## config.mk

```make
export PLATFORM = sky130hd
export DESIGN_NAME = cpu_run_ctrl
export DESIGN_NICKNAME = d
export VERILOG_FILES = /design/src/rtl/cpu_run_ctrl_pkg.sv /design/src/rtl/cpu_run_wdog.sv /design/src/rtl/cpu_run_ctrl.sv
export SDC_FILE = /design/constraint.sdc
export NUM_CORES = 1
export LEC_CHECK = 0
export ABC_AREA = 0
export BUFFER_PORTS_ARGS = -buffer_cell sky130_fd_sc_hd__buf_2
export CAP_MARGIN = 20
export CORE_MARGIN = 4
export CORE_UTILIZATION = 56
export CTS_CLUSTER_DIAMETER = 60
export DETAILED_ROUTE_END_ITERATION = 7
export PLACE_DENSITY = 0.85
export SLEW_MARGIN = 20
export SYNTH_ARGS = -nofsm -noshare
export SYNTH_HDL_FRONTEND = slang
export SYNTH_HIERARCHICAL = 1
export SYNTH_SLANG_ARGS = --single-unit
```

## constraint.sdc

```tcl
create_clock -name clk -period 5.9 [get_ports clk]
set_input_delay 0.59 -clock clk [delete_from_list [all_inputs] [get_ports clk]]
set_output_delay 0.59 -clock clk [all_outputs]
set_load 0.1 [all_outputs]
```

## src/rtl/cpu_run_ctrl_pkg.sv

```systemverilog
// Shared types and helpers for the cpu_run_ctrl run controller.
// Provides the FSM state enum, the reset-hold counter width and a saturating increment.
// Pure declarations; no logic, no latency, no flow control.
package cpu_run_ctrl_pkg;

  typedef enum logic [2:0] {
    IDLE,
    RST_HOLD,
    LAUNCH,
    RUN,
    DONE
  } run_state_t;

  // Reset-hold counter must be able to hold the value RST_CYCLES.
  localparam int RST_CYCLES_DEF = 4;
  localparam int RST_CNT_W_DEF  = $clog2(RST_CYCLES_DEF + 1);

  function automatic int rst_cnt_w(input int rst_cycles);
    return (rst_cycles < 1) ? 1 : $clog2(rst_cycles + 1);
  endfunction

  // Increment v, sticking at the all-ones value of a w-bit counter.
  function automatic logic [63:0] sat_inc(input logic [63:0] v, input int unsigned w);
    logic [63:0] max_v;
    max_v = (w >= 64) ? '1 : ((64'd1 << w) - 64'd1);
    return (v >= max_v) ? v : v + 64'd1;
  endfunction

endpackage

```

## src/rtl/cpu_run_wdog.sv

```systemverilog
// Run-cycle counter with saturation and watchdog compare for cpu_run_ctrl.
// Counter updates one cycle after en; fire is combinational from the current count.
// No backpressure: clr has priority over en; count holds when en is low.
//
// Ports: clk/rst (sync, active high), clr zeroes the count, en counts one RUN cycle,
// cycle_count is the registered count, fire flags that this cycle's increment
// reaches TIMEOUT-1.
module cpu_run_wdog
  import cpu_run_ctrl_pkg::*;
#(
  parameter int CNT_W   = 32,
  parameter int TIMEOUT = 20000
) (
  input  logic             clk,
  input  logic             rst,
  input  logic             clr,
  input  logic             en,
  output logic [CNT_W-1:0] cycle_count,
  output logic             fire
);

  logic [CNT_W-1:0] cnt_inc;

  assign cnt_inc = CNT_W'(sat_inc(64'(cycle_count), CNT_W));

  // The watchdog trips in the RUN cycle after which cycle_count reads TIMEOUT-1,
  // so a timed-out run reports exactly TIMEOUT-1 cycles.
  assign fire = (cnt_inc == CNT_W'(TIMEOUT - 1));

  always_ff @(posedge clk) begin
    if (rst) begin
      cycle_count <= '0;
    end else if (clr) begin
      cycle_count <= '0;
    end else if (en) begin
      cycle_count <= cnt_inc;
    end
  end

endmodule

```

## src/rtl/cpu_run_ctrl.sv

```systemverilog
// Run controller: resets, launches and watches N sequential MIPS cores until all halt.
// Outputs are registered; reaction to go/abort/core_halt is visible one cycle later.
// No backpressure: go outside IDLE/DONE is dropped; abort beats go in the same cycle.
//
// Ports: clk, rst (sync, active high); go/go_addr/go_mask request a run; abort cancels;
// core_rst/core_start/core_addr drive the cores; core_halt reports halts; busy/done/
// timeout/halted_mask/cycle_count report status. Optional build macro
// CPU_RUN_CTRL_STAMP_EN adds halt_stamp (per-core cycle_count at first halt).
module cpu_run_ctrl
  import cpu_run_ctrl_pkg::*;
#(
  parameter int ADDR_W     = 32,
  parameter int N_CORES    = 1,
  parameter int CNT_W      = 32,
  parameter int RST_CYCLES = 4,
  parameter int TIMEOUT    = 20000
) (
  input  logic               clk,
  input  logic               rst,
  input  logic               go,
  input  logic [ADDR_W-1:0]  go_addr,
  input  logic [N_CORES-1:0] go_mask,
  input  logic               abort,
  output logic [N_CORES-1:0] core_rst,
  output logic [N_CORES-1:0] core_start,
  output logic [ADDR_W-1:0]  core_addr,
  input  logic [N_CORES-1:0] core_halt,
  output logic               busy,
  output logic               done,
  output logic               timeout,
  output logic [N_CORES-1:0] halted_mask,
  output logic [CNT_W-1:0]   cycle_count
`ifdef CPU_RUN_CTRL_STAMP_EN
  ,
  output logic [N_CORES-1:0][CNT_W-1:0] halt_stamp
`endif
);

  localparam int RCW = rst_cnt_w(RST_CYCLES);

  run_state_t         state, state_n;
  logic [N_CORES-1:0] run_mask, run_mask_n;
  logic [RCW-1:0]     rst_cnt, rst_cnt_n;

  logic [N_CORES-1:0] core_rst_n, core_start_n, halted_mask_n;
  logic [ADDR_W-1:0]  core_addr_n;
  logic               busy_n, done_n, timeout_n;

  logic               go_acc, abort_acc, cnt_en, wd_fire, all_halt;
  logic [N_CORES-1:0] halt_hit;

  // go is only honoured from a resting state, and never alongside abort.
  assign go_acc    = go && !abort && ((state == IDLE) || (state == DONE));
  assign abort_acc = abort && (state != IDLE);
  assign halt_hit  = halted_mask | (core_halt & run_mask);
  assign all_halt  = (halt_hit == run_mask);
  assign cnt_en    = (state == RUN) && !abort_acc;

  cpu_run_wdog #(
    .CNT_W   (CNT_W),
    .TIMEOUT (TIMEOUT)
  ) u_wdog (
    .clk         (clk),
    .rst         (rst),
    .clr         (go_acc),
    .en          (cnt_en),
    .cycle_count (cycle_count),
    .fire        (wd_fire)
  );

  // State register
  always_ff @(posedge clk) begin
    if (rst) begin
      state <= IDLE;
    end else begin
      state <= state_n;
    end
  end

  // Next-state logic
  always_comb begin
    state_n = state;
    case (state)
      IDLE, DONE: begin
        if (go_acc) begin
          state_n = (go_mask == '0) ? DONE : RST_HOLD;
        end
      end
      RST_HOLD: begin
        if (rst_cnt == RCW'(RST_CYCLES - 1)) begin
          state_n = LAUNCH;
        end
      end
      LAUNCH: state_n = RUN;
      RUN: begin
        if (all_halt || wd_fire) begin
          state_n = DONE;
        end
      end
      default: state_n = IDLE;
    endcase
    if (abort_acc) begin
      state_n = IDLE;
    end
  end

  // Output logic: next values of every registered output, keyed off state_n so the
  // registered outputs line up with the state they describe.
  always_comb begin
    run_mask_n    = go_acc ? go_mask : run_mask;
    core_addr_n   = go_acc ? go_addr : core_addr;
    rst_cnt_n     = rst_cnt;
    done_n        = done;
    timeout_n     = timeout;
    halted_mask_n = halted_mask;

    // Once launched, selected cores leave reset and stay out of it through DONE so
    // their final architectural state can be inspected.
    if ((state_n == LAUNCH) || (state_n == RUN) || (state_n == DONE)) begin
      core_rst_n = ~run_mask_n;
    end else begin
      core_rst_n = '1;
    end
    core_start_n = (state_n == LAUNCH) ? run_mask_n : '0;
    busy_n       = (state_n == RST_HOLD) || (state_n == LAUNCH) || (state_n == RUN);

    if (state == RST_HOLD) begin
      rst_cnt_n = rst_cnt + RCW'(1);
    end

    if (abort_acc) begin
      done_n    = 1'b0;
      timeout_n = 1'b0;
    end else if (go_acc) begin
      rst_cnt_n     = '0;
      done_n        = (go_mask == '0);
      timeout_n     = 1'b0;
      halted_mask_n = '0;
    end else if (state == RUN) begin
      halted_mask_n = halt_hit;
      if (state_n == DONE) begin
        done_n    = 1'b1;
        timeout_n = !all_halt;  // completion wins over a same-cycle watchdog
      end
    end
  end

  always_ff @(posedge clk) begin
    if (rst) begin
      run_mask    <= '0;
      rst_cnt     <= '0;
      core_rst    <= '1;
      core_start  <= '0;
      core_addr   <= '0;
      busy        <= 1'b0;
      done        <= 1'b0;
      timeout     <= 1'b0;
      halted_mask <= '0;
    end else begin
      run_mask    <= run_mask_n;
      rst_cnt     <= rst_cnt_n;
      core_rst    <= core_rst_n;
      core_start  <= core_start_n;
      core_addr   <= core_addr_n;
      busy        <= busy_n;
      done        <= done_n;
      timeout     <= timeout_n;
      halted_mask <= halted_mask_n;
    end
  end

`ifdef CPU_RUN_CTRL_STAMP_EN
  // Stamp with the value cycle_count takes at the end of the halting cycle, so the
  // last core to halt carries the same number as the final cycle_count.
  logic [CNT_W-1:0] cnt_inc;
  assign cnt_inc = CNT_W'(sat_inc(64'(cycle_count), CNT_W));

  always_ff @(posedge clk) begin
    if (rst) begin
      halt_stamp <= '0;
    end else if (go_acc) begin
      halt_stamp <= '0;
    end else if (cnt_en) begin
      for (int i = 0; i < N_CORES; i++) begin
        if (run_mask[i] && core_halt[i] && !halted_mask[i]) begin
          halt_stamp[i] <= cnt_inc;
        end
      end
    end
  end
`endif

endmodule

```

==> reports/results.tsv, run 1 <==
stage	metric	value	unit
synth	area leader, netlist	dfxtp_1	
cells_and_area	layout cells sized above 1	23.8	%
placed_design	dpl hpwl	7210	um
sta	Setup Viol. Count Final	0	
synth	Main synth FF type	dfxtp_1	
pwr	VDD IR max	174	uV
sta	clk_skew	0.0108	ns
sta	worst slew pin tran	0.735	ns
sta	Setup TNS	0	ns
clock_network	post-cts hold buffer count	0	
run_status	outcome	finished clean	
cells_and_area	Final #Nets	617	
pwr	total power	0.00111	W
drt	drt first pass iters	5	
cells_and_area	post-layout instance area	4580	um^2
die	die width	91.2	um
cells_and_area	area of the multi-input gates	2140	um^2
sta	Slew headroom	50.7	%
die	Initial Util	57.3	%
drt	Final ANT Viol Nets	0	
synth	synth top area cells	dfxtp_1, nand2_1, a21oi_1	
sta	final hold viol count	0	
setup_path	Startpoint Class	register	
die	Die Span Y	91.2	um
clock_network	post-cts sizing count	0	
placed_design	RD Place Congestion	0.928	
cells_and_area	most frequent cells in the layout	buf_2, nand2_1, dfxtp_1	
synth	Yosys cell types	55	
synth	Post-synth ARST share	0	%
sta	fin. max-slew vios	0	
drt	Detailed Route WL	10100	um
die	IO Count	108	
die	die area	8310	um^2
clock_network	Post-CTS Setup Bufs	0	
drt	DR WL/cell	15.3	um
global_route	vias in the first global route	3665	
synth	Post-Synthesis Cells	486	
clock_network	clk sinks	77	
clock_network	CTS root buf	clkbuf_8	
clock_network	TritonCTS Buffers	9	
setup_path	WS Path Type	register to register	
sta	RSZ-0062 raised after global routing	false	
cells_and_area	register area	1540	um^2
global_route	first-pass GRT wire length	16900	um
drt	iteration-0 DRC count of the detailed router	259	
setup_path	worst path arrival time	4.23	ns
drt	vias per std cell	5.81	
synth	sequential share of the synthesized area	39.8	%
cells_and_area	final-layout fill cell count	586	
global_route	initial antenna violation count	0	
pwr	Static Leakage	1.91	nW
cells_and_area	commonest non-fill, non-tap cell in the layout	buf_2	
die	core footprint	6760	um^2
synth	Post-synth EDFFs	0	
setup_path	CP Capture Type	register	
synth	Avg Inst Size Synth	7.97	um^2
synth	Synth top area share	39.8	%
clock_network	CTS tree	done	
cells_and_area	number of antenna diodes	0	
synth	Mapped Nets	527	
worst_hold_path	Hold Path Class	register to register	
clock_network	Max clock buf depth	2	
sta	Tcrit/Tclk final	68.2	%
clock_network	H-tree Lvls	3	
job	max cap viols	0	
clock_network	clk slew on worst S/H paths	0.09	ns
global_route	largest net degree at the start of global routing	42	
placed_design	port bufs	107	
synth	flops & latches, synth	77	
synth	Post-Syn Area	3870	um^2
cells_and_area	Area Growth Syn to Fin	18.3	%
synth	Synthesis Warnings	6	
placed_design	placement-stage cell area	4380	um^2
drt	vias	3840	
sta	Fmax	248	MHz
global_route	Remaining Overflow, GRT	0	
pwr	pwr dens	243	nW/um^2
die	Std-Cell Rows	30	
clock_network	latest clock arrival within the worst-skew pair	0.35	ns
global_route	total track usage	24.1	%
setup_path	worst-path maximum fanout	7	
setup_path	CP required	6.10	ns
sta	min cycle time layout	4.02	ns
drt	final routed DRC violation total	0	
[path summary, 6_finish.rpt]
path	slack, ns	depth (start not counted)	from	end
max	1.88	12	u_wdog/cycle_count[0]$_SDFFE_PP0P_	busy$_SDFF_PP0_
min	0.45	2	core_addr[7]$_SDFFE_PP0P_	core_addr[7]$_SDFFE_PP0P_
max reg2reg	1.88	12	u_wdog/cycle_count[0]$_SDFFE_PP0P_	busy$_SDFF_PP0_
min reg2reg	0.45	2	core_addr[7]$_SDFFE_PP0P_	core_addr[7]$_SDFFE_PP0P_
[cell families (layout without fill, tap and decap cells)]
logic type	count (synthesis)	after routing	share of synthesized area, %
flip-flops	77	77	39.8
multiplexers	4	4	1.07
AO/OA/AOI/OAI	93	93	14.9
buffers and inverters	41	136	4.98
AND/OR/NAND/NOR	235	235	30.8
adder cells (fa/ha/maj)	3	3	0.969
XOR/XNOR	33	33	7.46
[cell usage after synthesis (2+ instances only)]
cell,count
nor3_1,18
nand3_1,11
xor2_1,13
or3_1,10
nor3b_1,4
nor4_4,2
and2_1,4
o21a_1,2
a21oi_1,47
nor2b_1,3
inv_1,10
nor2_1,42
and3_1,10
buf_2,8
nand2_1,94
ha_1,3
a31oi_1,8
a211oi_1,5
dfxtp_1,77
o21ai_0,11
nand4_1,17
a2111oi_0,4
clkbuf_1,18
and4_1,3
nor4b_1,3
buf_6,3
o2111ai_1,3
mux2i_1,3
nor4_1,4
nor4_2,2
xnor2_1,20
[final cells by class]
class                           instances  area share [%]
Clock inverter                          7            1.77
Inverter                               11            1.01
Multi-Input combinational cell        368            46.7
Timing Repair Buffer                  109            12.0
Clock buffer                            9            2.70
Tap cell                               80            2.18
Sequential cell                        77            33.6
[sequential cells by signal, indices dropped and copies added (netlist names), 3 cells and up]
name and flops:
u_wdog/cycle_count 32, rst_cnt 3, state 3, core_addr 32
[power by group]
group	internal [W]	switching, W
Sequential	0.000533	0.00000842
Combinational	0.0000307	0.000126
Clock	0.000203	0.000214
[layer usage]
| metal | track usage, % | share of wire, % | up-vias |
|---|---|---|---|
| li1 | - | - | 1887 |
| met1 | 29.4 | 41 | 1761 |
| met3 | 6.46 | 8.5 | 22 |
| met5 | 0 | 0 | - |
| met4 | 7.91 | 1.4 | 0 |
| met2 | 41.2 | 49 | 170 |
[worst max-delay path: stages (launching register included)]
cell and delay, ns:
dfxtp_1 0.43, ha_1 0.31, and4_1 0.31, nand2_1 0.18, a2111oi_1 0.62, nand4_1 0.33, a21o_1 0.25, a211o_1 0.31
nor4_2 0.40, nor4b_1 0.15, nor3_1 0.38, o31a_1 0.17, nor3_1 0.04
[stage by stage]
step | utilization [%] | setup slack, ns | hold WS (ns) | cells
3_5_place_dp | 64.8 | 2.04 | 0.447 | 645
3_3_place_gp | 64.8 | 2.19 | 0.439 | 645
5_1_grt | 67.8 | 1.63 | 0.461 | 661
6_report | 67.8 | 1.88 | 0.454 | 661
2_1_floorplan | - | 1.73 | 0.477 | 486
4_1_cts | 67.8 | 1.99 | 0.459 | 661
No activity file was read; power rests on OpenSTA's default activity.
==> run 2, diff against run 1 <==
--- a/config.mk
+++ b/config.mk
@@ -9,10 +9,10 @@
 export BUFFER_PORTS_ARGS = -buffer_cell sky130_fd_sc_hd__buf_2
 export CAP_MARGIN = 20
 export CORE_MARGIN = 4
-export CORE_UTILIZATION = 56
+export CORE_UTILIZATION = 52
 export CTS_CLUSTER_DIAMETER = 60
 export DETAILED_ROUTE_END_ITERATION = 7
-export PLACE_DENSITY = 0.85
+export PLACE_DENSITY = 0.8
 export SLEW_MARGIN = 20
 export SYNTH_ARGS = -nofsm -noshare
 export SYNTH_HDL_FRONTEND = slang
==> constraint.sdc (replaced) <==
create_clock -name clk -period 3.8 [get_ports clk]
set_input_delay 0.38 -clock clk [delete_from_list [all_inputs] [get_ports clk]]
set_output_delay 0.38 -clock clk [all_outputs]
set_load 0.1 [all_outputs]
==> run 2 against run 1 <==
Net effect:
- clock skew decreased by 0.0028 ns
- first-iteration DRC count down 22%
- hold slack worse by 0.21 ns
- clock power up 58%
- sequential share of layout area down 0.079 points
- maximum frequency is 10% higher
- design area rose by 2.6%
- count of clock-buffer cells in the layout did not move
- utilization decreased by 3.0 points
- critical endpoint is now core_start$_SDFF_PP0_
- largest cell class unchanged
==> reports/results.tsv, run 2 (same netlist as run 1, synthesis figures left out) <==
stage	metric	value	unit	change
drt	drt first pass iters	5		unchanged
setup_path	CP max stage delay	0.58	ns	-0.04 ns
sta	Slew headroom	50.8	%	+0.18 points
sta	Setup Viol. Count Final	0		unchanged
sta	final hold viol count	0		unchanged
sta	clk_skew	0.00794	ns	-0.00281 ns
worst_hold_path	Hold Path Class	primary input to register		
pwr	total power	0.00174	W	+56%
run_status	outcome	finished clean		
clock_network	latest clock arrival within the worst-skew pair	0.36	ns	about the same
clock_network	clk slew on worst S/H paths	0.10	ns	about the same
sta	min cycle time layout	3.65	ns	-0.376 ns
placed_design	placement-stage cell area	4460	um^2	+1.9%
cells_and_area	end-of-flow core utilization	64.8	%	-3.0 points
drt	vias	3851		+0.29%
pwr	Int Power	0.00119	W	+56%
pwr	Static Leakage	1.94	nW	+1.6%
clock_network	TritonCTS Buffers	9		unchanged
clock_network	Max clock buf depth	2		unchanged
setup_path	FF-to-FF path depth	12		unchanged
pwr	Comb power frac	13.9	%	about the same
cells_and_area	most frequent cells in the layout	buf_2, nand2_1, dfxtp_1		
pwr	Sw Pwr	0.000548	W	+57%
die	die area	8890	um^2	+7.0%
sta	fin. max-slew vios	0		unchanged
setup_path	Startpoint Class	register		
setup_path	CP Capture Type	register		
die	Initial Util	53.4	%	-3.9 points
sta	Tcrit/Tclk final	96.0	%	+28 points
clock_network	clk sinks	77		unchanged
cells_and_area	number of antenna diodes	0		unchanged
cells_and_area	Area Growth Syn to Fin	21.4	%	
global_route	largest net degree at the start of global routing	42		unchanged
setup_path	worst path arrival time	3.92	ns	-0.31 ns
worst_hold_path	Hold Path Depth	3		+1
sta	worst slew pin tran	0.734	ns	-0.000631 ns
global_route	vias in the first global route	3685		+0.55%
die	die width	94.3	um	+3.4%
setup_path	Critical Path, Cell by Cell	ha_1 > nand4_1 > or4_1 > a211oi_1 > xor2_1 > a2111oi_1 > o2111ai_1 > nor4_4 > nor3b_1 > o21ai_0 > a31oi_1 > nor4_2		
clock_network	CTS tree	done		
global_route	total track usage	23.3	%	-0.81 points
drt	iteration-0 DRC count of the detailed router	201		-22%
cells_and_area	post-layout instance area	4700	um^2	+2.6%
cells_and_area	Largest regs	core_addr: 32 flops, u_wdog/cycle_count: 32 flops		
die	IO Count	108		unchanged
placed_design	port bufs	107		unchanged
drt	Detailed Route WL	10100	um	-0.37%
die	core footprint	7250	um^2	+7.4%
placed_design	dpl hpwl	7230	um	+0.29%
cells_and_area	layout cells sized above 1	29.6	%	+5.9 points
setup_path	WS Path Type	register to register		
global_route	first-pass GRT wire length	16900	um	-0.45%
setup_path	CP required	4.08	ns	-2.02 ns
setup_path	Crit-path slowest cell	or4_1		
setup_path	Largest delay share family, worst path	simple AND/OR/NAND/NOR gates		
clock_network	H-tree Lvls	3		unchanged
placed_design	RD Place Congestion	0.921		-0.78%
drt	Final ANT Viol Nets	0		unchanged
drt	final routed DRC violation total	0		unchanged
setup_path	Worst Path Buf+Inv	0		unchanged
die	Std-Cell Rows	31		+3.3%
job	max cap viols	0		unchanged
setup_path	Crit path depth	12		unchanged
pwr	clock network fraction of total power	37.8	%	+0.4 points
pwr	VDD IR max	254	uV	+46%
global_route	Remaining Overflow, GRT	0		unchanged
cells_and_area	commonest non-fill, non-tap cell in the layout	buf_2		
drt	DR WL/cell	14.8	um	-3.6%
pwr	share of total power in sequential cells	48.3	%	-0.2 points
die	Die Span Y	94.3	um	+3.4%
setup_path	worst-path maximum fanout	7		unchanged
drt	vias per std cell	5.64		-2.9%
pwr	pwr dens	370	nW/um^2	+52%
clock_network	CTS root buf	clkbuf_8		
sta	Fmax	274	MHz	+10%
global_route	initial antenna violation count	0		unchanged
clock_network	post-cts hold buffer count	0		unchanged
cells_and_area	Final #Nets	620		+0.49%
pwr	sw frac	31.4	%	+0.21 points
run 2: area by class of cell:
cell class	count	area, um^2
fillers	630	2550
multi-input cells	368	2160
flip-flops and latches	77	1580
repair buffers	112	573
clock buffers	9	124
well taps	99	124
clock inverters	7	91.3
inverters	11	46.3
run 2: final timing paths:
path / from / end / slack, ns
hold / removal: go_addr[26] / core_addr[26]$_SDFFE_PP0P_ / 0.24
hold reg to reg: core_addr[16]$_SDFFE_PP0P_ / core_addr[16]$_SDFFE_PP0P_ / 0.46
setup reg to reg: u_wdog/cycle_count[0]$_SDFFE_PP0P_ / core_start$_SDFF_PP0_ / 0.15
setup / recovery: u_wdog/cycle_count[0]$_SDFFE_PP0P_ / core_start$_SDFF_PP0_ / 0.15
run 2: routing by layer:
layer  GRT usage [%]  part of all wire, %
met2            39.4                   49
met5               0                    0
met4            9.51                  2.6
met1            27.2                   40
met3            7.37                  9.0
run 2: worst register-to-register path, delay by kind of cell (launching register included):
| kind | cells | cell delay, ns |
|---|---|---|
| adder cells (fa/ha/maj) | 1 | 0.28 |
| AND/OR/NAND/NOR | 5 | 1.55 |
| AO/OA/AOI/OAI | 5 | 1.23 |
| flip-flops | 1 | 0.39 |
| XOR/XNOR | 1 | 0.11 |
run 2: power groups by stage:
stage	Sequential (W)	Combinational, W	Clock [W]
finish	0.000841	0.000242	0.000658
global route	0.000844	0.000258	0.000715
floorplan	0.000986	0.0000679	0
global placement	0.000858	0.000240	0
CTS	0.000840	0.000243	0.000672
detailed placement	0.000859	0.000243	0
run 2: repair_timing:
| item | in CTS | in global routing |
|---|---|---|
| setup endpoints to repair | 0 | 6 |
| gates resized for setup | 0 | 5 |
| buffers inserted | 0 | 0 |
run 2: through the flow:
stage	std cells	setup TNS (ns)	hold slack (ns)	worst slack, ns
4_1_cts	683	0	0.229	0.0267
3_3_place_gp	667	0	0.439	0.229
2_1_floorplan	486	0	0.477	0.00752
3_5_place_dp	667	0	0.443	0.0637
5_1_grt	683	-0.0346	0.226	-0.0346
6_report	683	0	0.245	0.152
==> run 3, diff against run 2 <==
--- a/config.mk
+++ b/config.mk
@@ -8,11 +8,12 @@
 export ABC_AREA = 0
 export BUFFER_PORTS_ARGS = -buffer_cell sky130_fd_sc_hd__buf_2
 export CAP_MARGIN = 20
+export CORE_ASPECT_RATIO = 1.2
 export CORE_MARGIN = 4
-export CORE_UTILIZATION = 52
+export CORE_UTILIZATION = 56
 export CTS_CLUSTER_DIAMETER = 60
 export DETAILED_ROUTE_END_ITERATION = 7
-export PLACE_DENSITY = 0.8
+export PLACE_DENSITY = 0.85
 export SLEW_MARGIN = 20
 export SYNTH_ARGS = -nofsm -noshare
 export SYNTH_HDL_FRONTEND = slang
==> constraint.sdc (replaced) <==
create_clock -name clk -period 4.6 [get_ports clk]
set_input_delay 0.46 -clock clk [delete_from_list [all_inputs] [get_ports clk]]
set_output_delay 0.46 -clock clk [all_outputs]
set_load 0.1 [all_outputs]
==> run 3 against run 2 <==
Net effect:
- routed wire length increased by 0.70%
- flip-flop and latch count did not move
- register-to-register slack better by 0.28 ns
- largest cell class unchanged
- global-route usage increased by 0.90 points
- design area is 2.4% lower
==> reports/results.tsv, run 3 (same netlist as run 1, synthesis figures left out) <==
stage	metric	value	unit	change
cells_and_area	layout cells sized above 1	23.8	%	-5.9 points
drt	vias per std cell	5.86		+4.0%
cells_and_area	number of antenna diodes	0		unchanged
setup_path	FF-to-FF path depth	11		-1
die	Initial Util	59.0	%	+5.6 points
global_route	initial antenna violation count	0		unchanged
clock_network	clk slew on worst S/H paths	0.09	ns	about the same
placed_design	RD Place Congestion	1.01		+10%
clock_network	Max clock buf depth	2		unchanged
clock_network	post-cts sizing count	0		unchanged
worst_hold_path	Hold Path Depth	3		unchanged
drt	DR WL/cell	15.3	um	+3.3%
setup_path	Critical R2R Launch	u_wdog/cycle_count[17]$_SDFFE_PP0P_		
pwr	pwr dens	310	nW/um^2	-16%
die	die area	8320	um^2	-6.5%
sta	clk_skew	0.00582	ns	-0.00212 ns
sta	Tcrit/Tclk final	90.6	%	-5.4 points
sta	Setup TNS	0	ns	unchanged
setup_path	Startpoint Class	register		
setup_path	worst-path maximum fanout	13		+6
sta	Setup Viol. Count Final	0		unchanged
die	core footprint	6570	um^2	-9.5%
setup_path	worst path arrival time	4.37	ns	+0.45 ns
cells_and_area	Final #Nets	617		-0.48%
setup_path	FF-to-FF setup slack	0.43	ns	+0.28 ns
die	die width	83.9	um	-11%
die	IO Count	108		unchanged
sta	RSZ-0062 raised after global routing	false		
drt	drt first pass iters	5		unchanged
pwr	Static Leakage	1.90	nW	-1.8%
worst_hold_path	Hold Path Sink	core_addr[24]$_SDFFE_PP0P_		
sta	fin. max-slew vios	0		unchanged
placed_design	DP Worst Slack	0.592	ns	+0.528 ns
drt	final routed DRC violation total	0		unchanged
run_status	outcome	finished clean		
cells_and_area	Largest regs	core_addr: 32 flops, u_wdog/cycle_count: 32 flops		
clock_network	post-cts hold buffer count	0		unchanged
cells_and_area	Area Growth Syn to Fin	18.4	%	
clock_network	Post-CTS Setup Bufs	0		unchanged
drt	Detailed Route WL	10200	um	+0.70%
cells_and_area	commonest non-fill, non-tap cell in the layout	buf_2		
sta	Slew headroom	46.9	%	-3.9 points
clock_network	TritonCTS Buffers	9		unchanged
drt	iteration-0 DRC count of the detailed router	257		+28%
sta	final hold viol count	0		unchanged
sta	worst slew pin tran	0.793	ns	+0.0586 ns
clock_network	H-tree Lvls	3		unchanged
global_route	largest net degree at the start of global routing	42		unchanged
drt	vias	3906		+1.4%
job	max cap viols	0		unchanged
global_route	total track usage	24.2	%	+0.90 points
pwr	total power	0.00142	W	-18%
setup_path	WS Path Type	register to register		
setup_path	worst flop-to-flop path endpoint	busy$_SDFF_PP0_		
placed_design	port bufs	107		unchanged
cells_and_area	most frequent cells in the layout	buf_2, nand2_1, dfxtp_1		
sta	Fmax	240	MHz	-12%
global_route	first-pass GRT wire length	16800	um	-0.33%
global_route	vias in the first global route	3675		-0.27%
worst_hold_path	Hold Path Class	primary input to register		
placed_design	dpl hpwl	7400	um	+2.3%
cells_and_area	final-layout fill cell count	527		-16%
setup_path	CP required	4.80	ns	+0.72 ns
drt	Final ANT Viol Nets	0		unchanged
pwr	VDD IR max	288	uV	+14%
clock_network	CTS tree	done		
setup_path	CP Capture Type	register		
clock_network	latest clock arrival within the worst-skew pair	0.34	ns	-0.02 ns
die	Die Span Y	99.1	um	+5.1%
worst_hold_path	hold_sp	go_addr[24]		
sta	final worst slack	0.432	ns	+0.280 ns
clock_network	CTS root buf	clkbuf_8		
clock_network	clk sinks	77		unchanged
global_route	Remaining Overflow, GRT	0		unchanged
sta	min cycle time layout	4.17	ns	+0.520 ns
die	Std-Cell Rows	32		+3.2%
==> run 3: worst max-delay path, cell delays in order, from the launching register on <==
cell and delay, ns:
dfxtp_1 0.49, nand4_1 0.31, nor4_4 0.76, a2111oi_1 0.28, or3_1 0.39, a211oi_1 0.30
o2111ai_1 0.20, nor4_2 0.49, nor4b_1 0.14, nor3_1 0.42, o31a_1 0.19, nor3_1 0.05
==> run 3: metal layers <==
| layer | part of all wire [%] | global-route usage [%] | vias up | wire (um) |
|---|---|---|---|---|
| li1 | - | - | 1897 | - |
| met4 | 2.1 | 8.54 | 0 | 218 |
| met2 | 51 | 43.5 | 173 | 5190 |
| met3 | 7.7 | 6.88 | 31 | 783 |
| met1 | 39 | 27.4 | 1805 | 3970 |
| met5 | 0 | 0 | - | 0 |
==> run 3: per-stage QoR <==
stage	hold WS (ns)	utilization (%)	instances	instance area, um^2
finish	0.342	69.9	666	4590
global route	0.333	69.9	666	4590
CTS	0.326	69.9	666	4590
detailed placement	0.444	66.7	650	4380
global placement	0.439	66.7	650	4380
floorplan	0.477	-	486	3870
==> run 3: report_power, final <==
group	total [W]	switching [W]	internal, W
Clock	0.000526	0.000267	0.000259
Combinational	0.000201	0.000162	0.0000394
Sequential	0.000694	0.0000110	0.000683
Total	0.00142	0.000440	0.000982
==> run 3: worst max path at each step <==
stage | slack, ns | end | cells after the start | from
CTS | 0.53 | busy$_SDFF_PP0_ | 11 | u_wdog/cycle_count[17]$_SDFFE_PP0P_
finish | 0.43 | busy$_SDFF_PP0_ | 11 | u_wdog/cycle_count[17]$_SDFFE_PP0P_
detailed placement | 0.59 | busy$_SDFF_PP0_ | 12 | u_wdog/cycle_count[0]$_SDFFE_PP0P_
floorplan | 0.43 | busy$_SDFF_PP0_ | 11 | u_wdog/cycle_count[0]$_SDFFE_PP0P_
global route | 0.24 | busy$_SDFF_PP0_ | 11 | u_wdog/cycle_count[17]$_SDFFE_PP0P_
global placement | 0.89 | busy$_SDFF_PP0_ | 11 | u_wdog/cycle_count[17]$_SDFFE_PP0P_
==> run 3: layout make-up <==
cell class / count / area, um^2 / area share, %
clock buffers: 9 / 124 / 2.70
clock inverters: 7 / 80.1 / 1.75
inverters: 11 / 46.3 / 1.01
multi-input cells: 368 / 2140 / 46.6
flip-flops and latches: 77 / 1540 / 33.6
well taps: 85 / 106 / 2.32
repair buffers: 109 / 551 / 12.0
